<file path="src/rtl/pipe_ctrl_pkg.sv">
// Shared definitions for the pipelined control unit: opcode values, halt FSM
// states and the per-stage control bundles.
package pipe_ctrl_pkg;

    localparam int unsigned OPC_NOP    = 0;
    localparam int unsigned OPC_ATYPE  = 1;
    localparam int unsigned OPC_BRANCH = 2;
    localparam int unsigned OPC_JUMP   = 3;

    typedef enum logic [1:0] {
        ST_RUN,
        ST_DRAIN,
        ST_HALTED
    } halt_state_e;

    // Full bundle held in ID/EX; later stages keep only what they still need.
    typedef struct packed {
        logic reg_write;
        logic branch;
        logic jump;
        logic write_op2;
        logic halt;
        logic illegal;
    } ex_ctrl_t;

    typedef struct packed {
        logic reg_write;
        logic write_op2;
        logic halt;
    } mem_ctrl_t;

    typedef struct packed {
        logic reg_write;
        logic write_op2;
    } wb_ctrl_t;

endpackage

</file>
<file path="src/rtl/ctrl_decode.sv">
// Combinational ID-stage decode of opcode/function code into a control bundle.
module ctrl_decode
    import pipe_ctrl_pkg::*;
#(
    parameter int              OP_W    = 4,
    parameter int              FN_W    = 4,
    parameter logic [OP_W-1:0] HALT_OP = '1
) (
    input  logic [OP_W-1:0] opcode,
    input  logic [FN_W-1:0] function_code,
    output ex_ctrl_t        ctrl,
    output logic [FN_W-1:0] alu_op
);

    always_comb begin
        // NOTE: defaults first so every path assigns every output and no latch is inferred.
        ctrl   = '0;
        alu_op = '0;
        if (opcode == HALT_OP) begin
            ctrl.halt = 1'b1;
        end else if (opcode == OP_W'(OPC_ATYPE)) begin
            ctrl.reg_write = 1'b1;
            alu_op         = function_code;
            ctrl.write_op2 = &function_code;
        end else if (opcode == OP_W'(OPC_BRANCH)) begin
            ctrl.branch = 1'b1;
        end else if (opcode == OP_W'(OPC_JUMP)) begin
            ctrl.jump = 1'b1;
        end else if (opcode != OP_W'(OPC_NOP)) begin
            ctrl.illegal = 1'b1;
        end
    end

endmodule

</file>
<file path="src/rtl/pipe_control_unit.sv">
// Pipelined control unit: decode in ID, staged through ID/EX, EX/MEM and
// MEM/WB, with overflow kill, sticky exception and a run/drain/halt FSM.
module pipe_control_unit
    import pipe_ctrl_pkg::*;
#(
    parameter int              OP_W    = 4,
    parameter int              FN_W    = 4,
    parameter logic [OP_W-1:0] HALT_OP = '1
) (
    input  logic            clk,
    input  logic            rst_n,
    input  logic            id_valid,
    input  logic [OP_W-1:0] opcode,
    input  logic [FN_W-1:0] function_code,
    input  logic            stall,
    input  logic            flush,
    input  logic            overflow,
    output logic            ex_reg_write,
    output logic            ex_branch,
    output logic            ex_jump,
    output logic            ex_write_op2,
    output logic [FN_W-1:0] ex_alu_op,
    output logic            mem_reg_write,
    output logic            mem_write_op2,
    output logic            wb_reg_write,
    output logic            wb_write_op2,
    output logic            illegal_op,
    output logic            exception,
    output logic            halted
);

    ex_ctrl_t        dec_ctrl;
    logic [FN_W-1:0] dec_alu_op;
    ex_ctrl_t        id_ex;
    logic [FN_W-1:0] id_ex_alu_op;
    mem_ctrl_t       ex_mem;
    wb_ctrl_t        mem_wb;
    halt_state_e     state;
    logic            capture;
    logic            ovf_kill;

    ctrl_decode #(
        .OP_W    (OP_W),
        .FN_W    (FN_W),
        .HALT_OP (HALT_OP)
    ) u_decode (
        .opcode        (opcode),
        .function_code (function_code),
        .ctrl          (dec_ctrl),
        .alu_op        (dec_alu_op)
    );

    // Flush dominates stall simply because either one forces a bubble.
    assign capture  = id_valid && !stall && !flush && (state == ST_RUN);
    assign ovf_kill = overflow && id_ex.reg_write;

    // NOTE: all pipeline state is cleared by the async reset and updated with non-blocking assignments.
    always_ff @(posedge clk or negedge rst_n) begin
        if (!rst_n) begin
            id_ex        <= '0;
            id_ex_alu_op <= '0;
            ex_mem       <= '0;
            mem_wb       <= '0;
            exception    <= 1'b0;
        end else begin
            id_ex        <= capture ? dec_ctrl : '0;
            id_ex_alu_op <= capture ? dec_alu_op : '0;
            ex_mem       <= '{reg_write: id_ex.reg_write && !ovf_kill,
                              write_op2: id_ex.write_op2 && !ovf_kill,
                              halt:      id_ex.halt};
            mem_wb       <= '{reg_write: ex_mem.reg_write,
                              write_op2: ex_mem.write_op2};
            if (ovf_kill) begin
                exception <= 1'b1;
            end
        end
    end

    // The halt tag moving from EX/MEM into MEM/WB is the drain-complete point.
    always_ff @(posedge clk or negedge rst_n) begin
        if (!rst_n) begin
            state  <= ST_RUN;
            halted <= 1'b0;
        end else begin
            case (state)
                ST_RUN: begin
                    if (capture && dec_ctrl.halt) begin
                        state <= ST_DRAIN;
                    end
                end
                ST_DRAIN: begin
                    if (ex_mem.halt) begin
                        state  <= ST_HALTED;
                        halted <= 1'b1;
                    end
                end
                ST_HALTED: begin
                    halted <= 1'b1;
                end
                default: begin
                    state  <= ST_RUN;
                    halted <= 1'b0;
                end
            endcase
        end
    end

    assign ex_reg_write  = id_ex.reg_write;
    assign ex_branch     = id_ex.branch;
    assign ex_jump       = id_ex.jump;
    assign ex_write_op2  = id_ex.write_op2;
    assign ex_alu_op     = id_ex_alu_op;
    assign illegal_op    = id_ex.illegal;
    assign mem_reg_write = ex_mem.reg_write;
    assign mem_write_op2 = ex_mem.write_op2;
    assign wb_reg_write  = mem_wb.reg_write;
    assign wb_write_op2  = mem_wb.write_op2;

endmodule

</file>
<file path="config.mk">
export PLATFORM = sky130hd
export DESIGN_NAME = pipe_control_unit
export DESIGN_NICKNAME = d
export VERILOG_FILES = /design/src/rtl/pipe_ctrl_pkg.sv /design/src/rtl/ctrl_decode.sv /design/src/rtl/pipe_control_unit.sv
export SDC_FILE = /design/constraint.sdc
export NUM_CORES = 1
export LEC_CHECK = 0
export ABC_AREA = 1
export ABC_CLOCK_PERIOD_IN_PS = 1900
export CAP_MARGIN = 25
export CORE_MARGIN = 2
export CORE_UTILIZATION = 55
export CTS_CLUSTER_DIAMETER = 150
export DETAILED_ROUTE_END_ITERATION = 16
export DONT_BUFFER_PORTS = 1
export GPL_TIMING_DRIVEN = 0
export HOLD_SLACK_MARGIN = 0.03
export PLACE_DENSITY = 0.7
export SLEW_MARGIN = 40
export SYNTH_ARGS = -nofsm -noshare
export SYNTH_HDL_FRONTEND = slang
export SYNTH_SLANG_ARGS = --single-unit
export TNS_END_PERCENT = 100
</file>
<file path="constraint.sdc">
create_clock -name clk -period 1.9 [get_ports clk]
set_input_delay 0.475 -clock clk [delete_from_list [all_inputs] [get_ports clk]]
set_output_delay 0.475 -clock clk [all_outputs]
set_load 0.1 [all_outputs]
</file>
* Yosys cells after proc, flatten, opt, wreduce, memory -nomap -nowiden *
Cells that the tools add are included.

storage, ports and cells
  word-level logic and storage cells = 62
  flip-flop bits (word level) = 19
  output and inout port bits = 15

cells by class
  bitwise operators = 2
  reductions and logical operators = 15
  equal/unequal tests = 8
  multiplexer cells = 22

operators with widths
  operator                                                                 number
  4-bit 2-to-1 mux                                                         4
  1-bit 2-to-1 mux                                                         12
  4-bit by 2-bit equality test with 1-bit output, second input constant    2
  1-bit logical AND                                                        7
  2-bit 2-to-1 mux                                                         3
  6-bit 2-to-1 mux                                                         1
  2-bit one-hot mux with 3 select lines                                    1
  4-bit by 1-bit equality test with 1-bit output, second input constant    1
  4-bit equality test, second input constant                               1
  4-bit AND reduction                                                      1
  4-bit nonzero test                                                       1
  1-bit logical NOT                                                        3
  1-bit one-hot mux with 3 select lines                                    1
  3-bit AND reduction                                                      1
  2-bit by 1-bit equality test with 1-bit output, second input constant    1
  2-bit equality test, second input constant                               1
  2-bit logical NOT                                                        1
  2-bit by 1-bit inequality test with 1-bit output, second input constant  1
  2-bit inequality test, second input constant                             1
  1-bit NOT                                                                2
  2-bit AND reduction                                                      1

* Logic depth before layout (Yosys ltp) *
  word-level depth = 7
  gate-level depth with buffers = 8
  mapped depth without buffers = 8

* By module *
From an unflattened synthesis, not the netlist that was laid out.

unflattened totals
  cell total of the unflattened synthesis = 94
  area, all modules = 865.8 µm²

by module, submodules not included
  module             cells each  area an instance (µm²)  sequential area each (µm²)  times used
  pipe_control_unit  71          757.0                   475.5                       1
  ctrl_decode        23          108.9                   0.0                         1

* Least setup slack after synthesis *
No wires, ideal clock.

  kind = register -> output
  start = reg id_ex, in the netlist ex_reg_write
  end = out ex_reg_write
  path buffers = 0
  slack = 0.513 ns
  data required time = 1.425 ns
  data arrival time = 0.912 ns
  stages on the path, launching flop included = 1
  cells stage by stage = dfrtp_1

RTL lines
  what                    line                     text
  start, declared         pipe_control_unit.sv:34  ex_ctrl_t id_ex;
  start signal, assigned  pipe_control_unit.sv:66  id_ex <= capture ? dec_ctrl : '0;
  end, declared           pipe_control_unit.sv:18  output logic ex_reg_write,

No word-level cell between the ends.

* Final worst setup path *
  start = reg ex_mem, in the netlist mem_write_op2
  end = out mem_write_op2

RTL lines
  what                    line                     text
  start, declared         pipe_control_unit.sv:36  mem_ctrl_t ex_mem;
  start signal, assigned  pipe_control_unit.sv:68  ex_mem <= '{reg_write: id_ex.reg_write && !ovf_kill,
  end, declared           pipe_control_unit.sv:24  output logic mem_write_op2,

No word-level cell between the ends.

==> summary.md <==
| Metric | Value |
|---|---|
| Post-Syn Area | 771 µm² |
| PwrDens | 1020 nW/µm² |
| CTS root buffer | clkbuf_4 |
| Die H | 41.4 µm |
| Largest cells by area after synthesis | dfrtp_1 62%, inv_1 7.8%, ha_1 6.5% |
| Setup CP Type | reg -> out |
| Critical path endpoint category | output port |
| Final Setup Violations | 0 |
| Sequential Area | 482 µm² |
| Tmin final | 1.71 ns |
| Seq pwr share | 63.4% |
| Count leader, synth | dfrtp_1 |
| Core area | 1300 µm² |
| Reg clk slew, reported paths | 0.11 ns |
| Post-CTS Resized | 0 |
| Worst vdd ir | 0.596 mV |
| Max Buffers Root-to-Sink | 2 |
| Vias in the first global route | 475 |
| CTS Hold Bufs | 1 |
| GRT Residual Overflow | 0 |
| Largest net degree at the start of global routing | 20 |
| Die area | 1720 µm² |
| Distinct cell type count after synthesis | 16 |
| First DRT Iteration DRCs | 3 |
| IO buf count | 0 |
| Tcrit/Tclk final | 89.9% |
| DR WL/cell | 11.7 µm |
| Setup bufs post-CTS | 0 |
| Top FF cell, synth | dfrtp_1 |
| GRT Overall Usage | 14.9% |
| Footprint of the multi-input gates | 235 µm² |
| RD Place Congestion | 0.691 |
| Starting Density | 59.2% |
| Final design area excluding fillers | 828 µm² |
| RR Startpoint | state[0] |
| Fmax | 586 MHz |
| Required time of the worst setup path | 1.42 ns |
| Cell taking the most area after synthesis | dfrtp_1 |
| Core Rows | 13 |
| CTS buffer count | 3 |
| Status | completed |
| Worst r2r dst | state[1] |
| Hold crit path type | in -> async |
| Max_cap viols | 0 |
| Vias per inst | 4.90 |
| Worst relative slew slack | 40.9% |
| Chip width | 41.4 µm |
| Syn Nets | 92 |
| CTS tree | built |
| Global-route wire length before repair | 1960 µm |
| CP arrival | 1.23 ns |
| #FFs+latches synth | 19 |
| Syn_area_per_cell | 10.4 µm² |
| I/O pins | 29 |
| Worst-Skew Late Latency | 0.29 ns |
| Layout Area Growth over Synthesis | 7.47% |
| Post-synthesis instance total | 74 |
| Clock power share | 23.2% |
| H-tree depth | 1 |
| Sw Pwr | 0.300 mW |
| Fill count | 114 |
| Slew at the pin closest to its max-slew limit | 0.886 ns |
| Share of cells above drive strength 1 | 20.3% |
| Internal power | 0.547 mW |
| DPL Wire Length | 866 µm |
| TritonCTS sink count | 19 |
| Top cells by count, synth | 19 x dfrtp_1, 16 x inv_1, 11 x nand2_1 |
| RSZ-0062 raised after global routing | no |
| Final #Nets | 98 |
| ANT cells | 0 |
| Switch share | 35.4% |
| Reg2reg path depth | 7 |
| Number of synthesized flops with an enable pin | 0 |
| Register area share after synthesis | 61.7% |
| Synth top area share | 61.7% |
| Final ANT Viol Nets | 0 |
| Placed cell area | 791 µm² |
| Via Count | 461 |
| Clock Skews | 0.00513 ns |
| Crit-path max FO | 2 |
| 1st-pass router iterations | 4 |
| Pleak | 0.446 nW |
| Startpoint types | flip-flop |
| Synth Warn # | 0 |
| Fin. max-slew vios | 0 |
| Wirelength, routed | 1100 µm |
| # DRC | 0 |
| Fin. Hold Viols | 0 |
| Logic gate share of total power | 13.3% |
| FFs w/ async S/R, synth | 100% |
| R2R setup slack | 0.53 ns |
| Initial antenna violation count | 0 |
| Fin Setup TNS | 0 ns |
==> cell usage in the layout (no fill, tap or decap), drive strengths merged <==
cell / n
nand2: 11
nand3b: 1
nand2b: 1
clkinv: 1
buf: 1
nor4: 1
a31oi: 1
nand3: 5
a21boi: 1
nor2: 9
dfrtp: 19
nor3: 2
a21oi: 2
inv: 16
clkbuf: 3
and2: 1
ha: 4
==> state kept, by name, indices dropped and copies added, names as in the netlist <==
signal         count
wb_reg_write       1
state              2
wb_write_op2       1
ex_mem             1
ex_branch          1
ex_alu_op          4
ex_write_op2       1
halted             1
exception          1
mem_reg_write      1
ex_reg_write       1
id_ex              1
mem_write_op2      1
ex_jump            1
illegal_op         1
==> cell type report <==
| class | count | share of cell area [%] |
|---|---|---|
| clock buffers | 3 | 2.72 |
| well taps | 15 | 2.27 |
| repair buffers | 1 | 0.604 |
| multi-input cells | 39 | 28.4 |
| inverters | 16 | 7.25 |
| clock inverters | 1 | 0.604 |
| flip-flops and latches | 19 | 58.2 |
==> worst max path at each step <==
stage / end / cells past startpoint / from / slack [ns]
after floorplan: ex_reg_write / 0 / ex_reg_write / 0.51
after global placement: ex_reg_write / 0 / ex_reg_write / 0.50
after detailed placement: ex_write_op2 / 0 / ex_write_op2 / 0.51
after CTS: ex_write_op2 / 0 / ex_write_op2 / 0.17
after global routing: mem_write_op2 / 0 / mem_write_op2 / 0.16
final: mem_write_op2 / 0 / mem_write_op2 / 0.19
==> kinds of logic (layout without fill, tap and decap cells) <==
| group | count (synthesis) | after routing | share of synthesized area (%) |
|---|---|---|---|
| compound gates | 4 | 4 | 3.09 |
| fa+ha+maj | 4 | 4 | 6.49 |
| flops | 19 | 19 | 61.7 |
| buf+inv | 16 | 21 | 7.79 |
| simple gates | 31 | 31 | 20.9 |
==> per-layer routing <==
metal | up-vias | share of wire, % | track usage, %
met5 | - | 0 | 0
met4 | 0 | 1.4 | 9.68
met3 | 2 | 5.4 | 2.17
met2 | 18 | 49 | 25.0
met1 | 206 | 44 | 17.6
li1 | 235 | - | -
==> metrics by stage <==
stage / cells / power (mW) / utilization (%) / setup slack [ns] / hold slack [ns]
finish: 94 / 0.848 / 63.7 / 0.192 / 0.0968
global route: 94 / 0.893 / 63.7 / 0.161 / 0.114
CTS: 94 / 0.859 / 63.7 / 0.167 / 0.220
detailed placement: 89 / 0.650 / 60.8 / 0.506 / 0.180
global placement: 89 / 0.643 / 60.7 / 0.503 / 0.180
floorplan: 74 / 0.627 / - / 0.513 / 0.179
==> power groups by stage <==
stage                     Combinational (mW)  Sequential [mW]  Clock [mW]
after floorplan                       0.0861            0.541           0
final                                  0.113            0.538       0.197
after global routing                   0.132            0.541       0.220
after global placement                0.0992            0.543           0
after CTS                              0.116            0.536       0.207
after detailed placement               0.106            0.544           0
Note: power is estimated with default switching activity, not from simulation.
==> edit, RTL diff (same flow settings) <==
Make the reset (`rst_n`) synchronous in 2 clocked blocks. Comments in the files are not updated.
--- a/src/rtl/pipe_control_unit.sv
+++ b/src/rtl/pipe_control_unit.sv
@@ -57,3 +57,3 @@
     // NOTE: all pipeline state is cleared by the async reset and updated with non-blocking assignments.
-    always_ff @(posedge clk or negedge rst_n) begin
+    always_ff @(posedge clk) begin
         if (!rst_n) begin
@@ -79,3 +79,3 @@
     // The halt tag moving from EX/MEM into MEM/WB is the drain-complete point.
-    always_ff @(posedge clk or negedge rst_n) begin
+    always_ff @(posedge clk) begin
         if (!rst_n) begin
Behaviour: differs if rst_n is asserted again (counterexample within 4 cycles, from zero or initial values and one cycle with rst_n low); with rst_n held inactive, the same outputs for 10 cycles.
==> edit against the original RTL <==
  * Count of clock-buffer cells in the layout grew 1
  * Worst setup slack gained 0.27 ns
  * Total power grew 2.8%
  * Register-to-register slack lost 0.04 ns
  * Utilization grew 0.38 points
  * Sequential power shrank 10%
  * First-iteration DRC count grew 67%
  * Routed wire length shrank 1.3%
  * Sequential cell count is the same
  * Synthesized area shrank 0.16%
  * Die area shrank 0.15%
  * Cell area grew 0.60%
==> edit: results (changes against the original RTL) <==
[status]
status = finished, final reports clean

[worst_setup_path]
setup.worst_path.start = ex_reg_write
critPathMaxFanout = 3  ; +1
timing.rr.start = state[0]
endpoint = ex_reg_write
rr_endpoint = state[1]
arrival_ns = 0.97  ; -0.26 ns
r2r_cells = 8  ; +1

[detailed_routing]
first_iter_violations = 5  ; +2
vias = 527  ; +14%
post_drt_wl_per_cell_um = 9.66  ; -17%

[sta]
worst_pin_slew_ns = 0.533  ; -0.353 ns
worst_hold_slack_ns = 0.240  ; +0.143 ns
final-setup-viol-count = 0  ; unchanged
skew_ns = 0.00613  ; +0.000994 ns
min_period_ns = 1.44  ; -0.266 ns

[clocking]
cts_root_buf = clkbuf_4
cts_max_level = 1  ; unchanged
cts-resized-gates = 0  ; unchanged
max-clock-path-buffers = 2  ; unchanged
cts_buffers = 3  ; unchanged
worstSkewPairLatency_ns = 0.28

[final_layout]
num-nets-final = 117  ; +19%
fill_cells = 120  ; +5.3%
largest_reg_flops = 4  ; unchanged
drive_gt1_frac = 0.289  ; +0.0861

[placement]
dp_slack_ns = 0.487  ; -0.0195 ns
gp_congestion = 0.665  ; -3.8%
hpwlAfterDp_um = 889  ; +2.7%

[power]
ir_worst_vdd_mv = 0.634  ; +6.5%
total_leakage_power_nw = 0.418  ; -6.2%

[global_route]
grt_start_max_net_pins = 11  ; -45%
track_usage = 0.140  ; -0.00885
grt_pass1_wl_mm = 1.84  ; -6.0%
grt_pass1_vias = 490  ; +3.2%

[hold_path]
worstHoldPathType = input port to flip-flop

[synthesis]
synth-seq-area-share = 0.494  ; -0.123
synth_cell_types = 14  ; -2
syn_nets = 112  ; +22%
yosysWarnings = 0  ; unchanged
async_flop_share = 0  ; -1.00
yosys-top-cells-count = 19 x dfxtp_1, 19 x inv_1, 15 x nand2_1, 15 x nor2_1
synthFlopType = dfxtp_1
synth.area.top_cells = dfxtp_1 49%, inv_1 9.3%, ha_1 8.1%, nand2_1 7.3%, nor2_1 7.3%

## edit: cell count changes after synthesis, sizes merged, moves of 2 or more
cell	delta
dfrtp	-19
dfxtp	+19
nand2	+7
nor2	+6
inv	+4
a21oi	+2
nor3	+2
## edit: worst min-delay path by stage
stage	from	end	cells past startpoint
floorplan	id_ex[1]	ex_mem[0]	2
detailed placement	id_ex[1]	ex_mem[0]	2
finish	overflow	mem_reg_write	1
global placement	id_ex[1]	ex_mem[0]	2
CTS	overflow	mem_reg_write	1
global route	overflow	mem_reg_write	1
## edit: power breakdown
group          total, W  internal (W)  leakage [nW]  switching, W
logic          0.000200     0.0000748         0.242      0.000125
clock network  0.000188     0.0000813        0.0150      0.000107
registers      0.000483      0.000421         0.161     0.0000624
total          0.000871      0.000577         0.418      0.000295
## edit: cell families after synthesis
family                     after synthesis  synth area share
AOI/OAI and AO/OA                        5            0.0374
adders and majority gates                5            0.0813
buffers and inverters                   21             0.115
DFF                                     19             0.494
and+or+nand+nor                         43             0.272
## edit: layout make-up
cell class	count	area share
buffer	1	0.0135
clock buffer	4	0.0315
inverter	20	0.0931
multi-input combinational	53	0.360
sequential	19	0.479
tap	15	0.0225
## edit: per-layer routing
metal | track usage | wire length (µm) | vias to the layer above
met5 | 0 | 0 | -
met4 | 0.0387 | 15 | 0
met3 | 0.0565 | 59 | 2
met2 | 0.244 | 540 | 18
met1 | 0.156 | 465 | 223
li1 | - | - | 284
## edit: through the flow
step	cell area (µm²)	std cells	util
floorplan	769	93	-
global route	833	112	0.640
global placement	788	108	0.606
CTS	833	112	0.640
finish	833	112	0.640
detailed placement	807	108	0.620
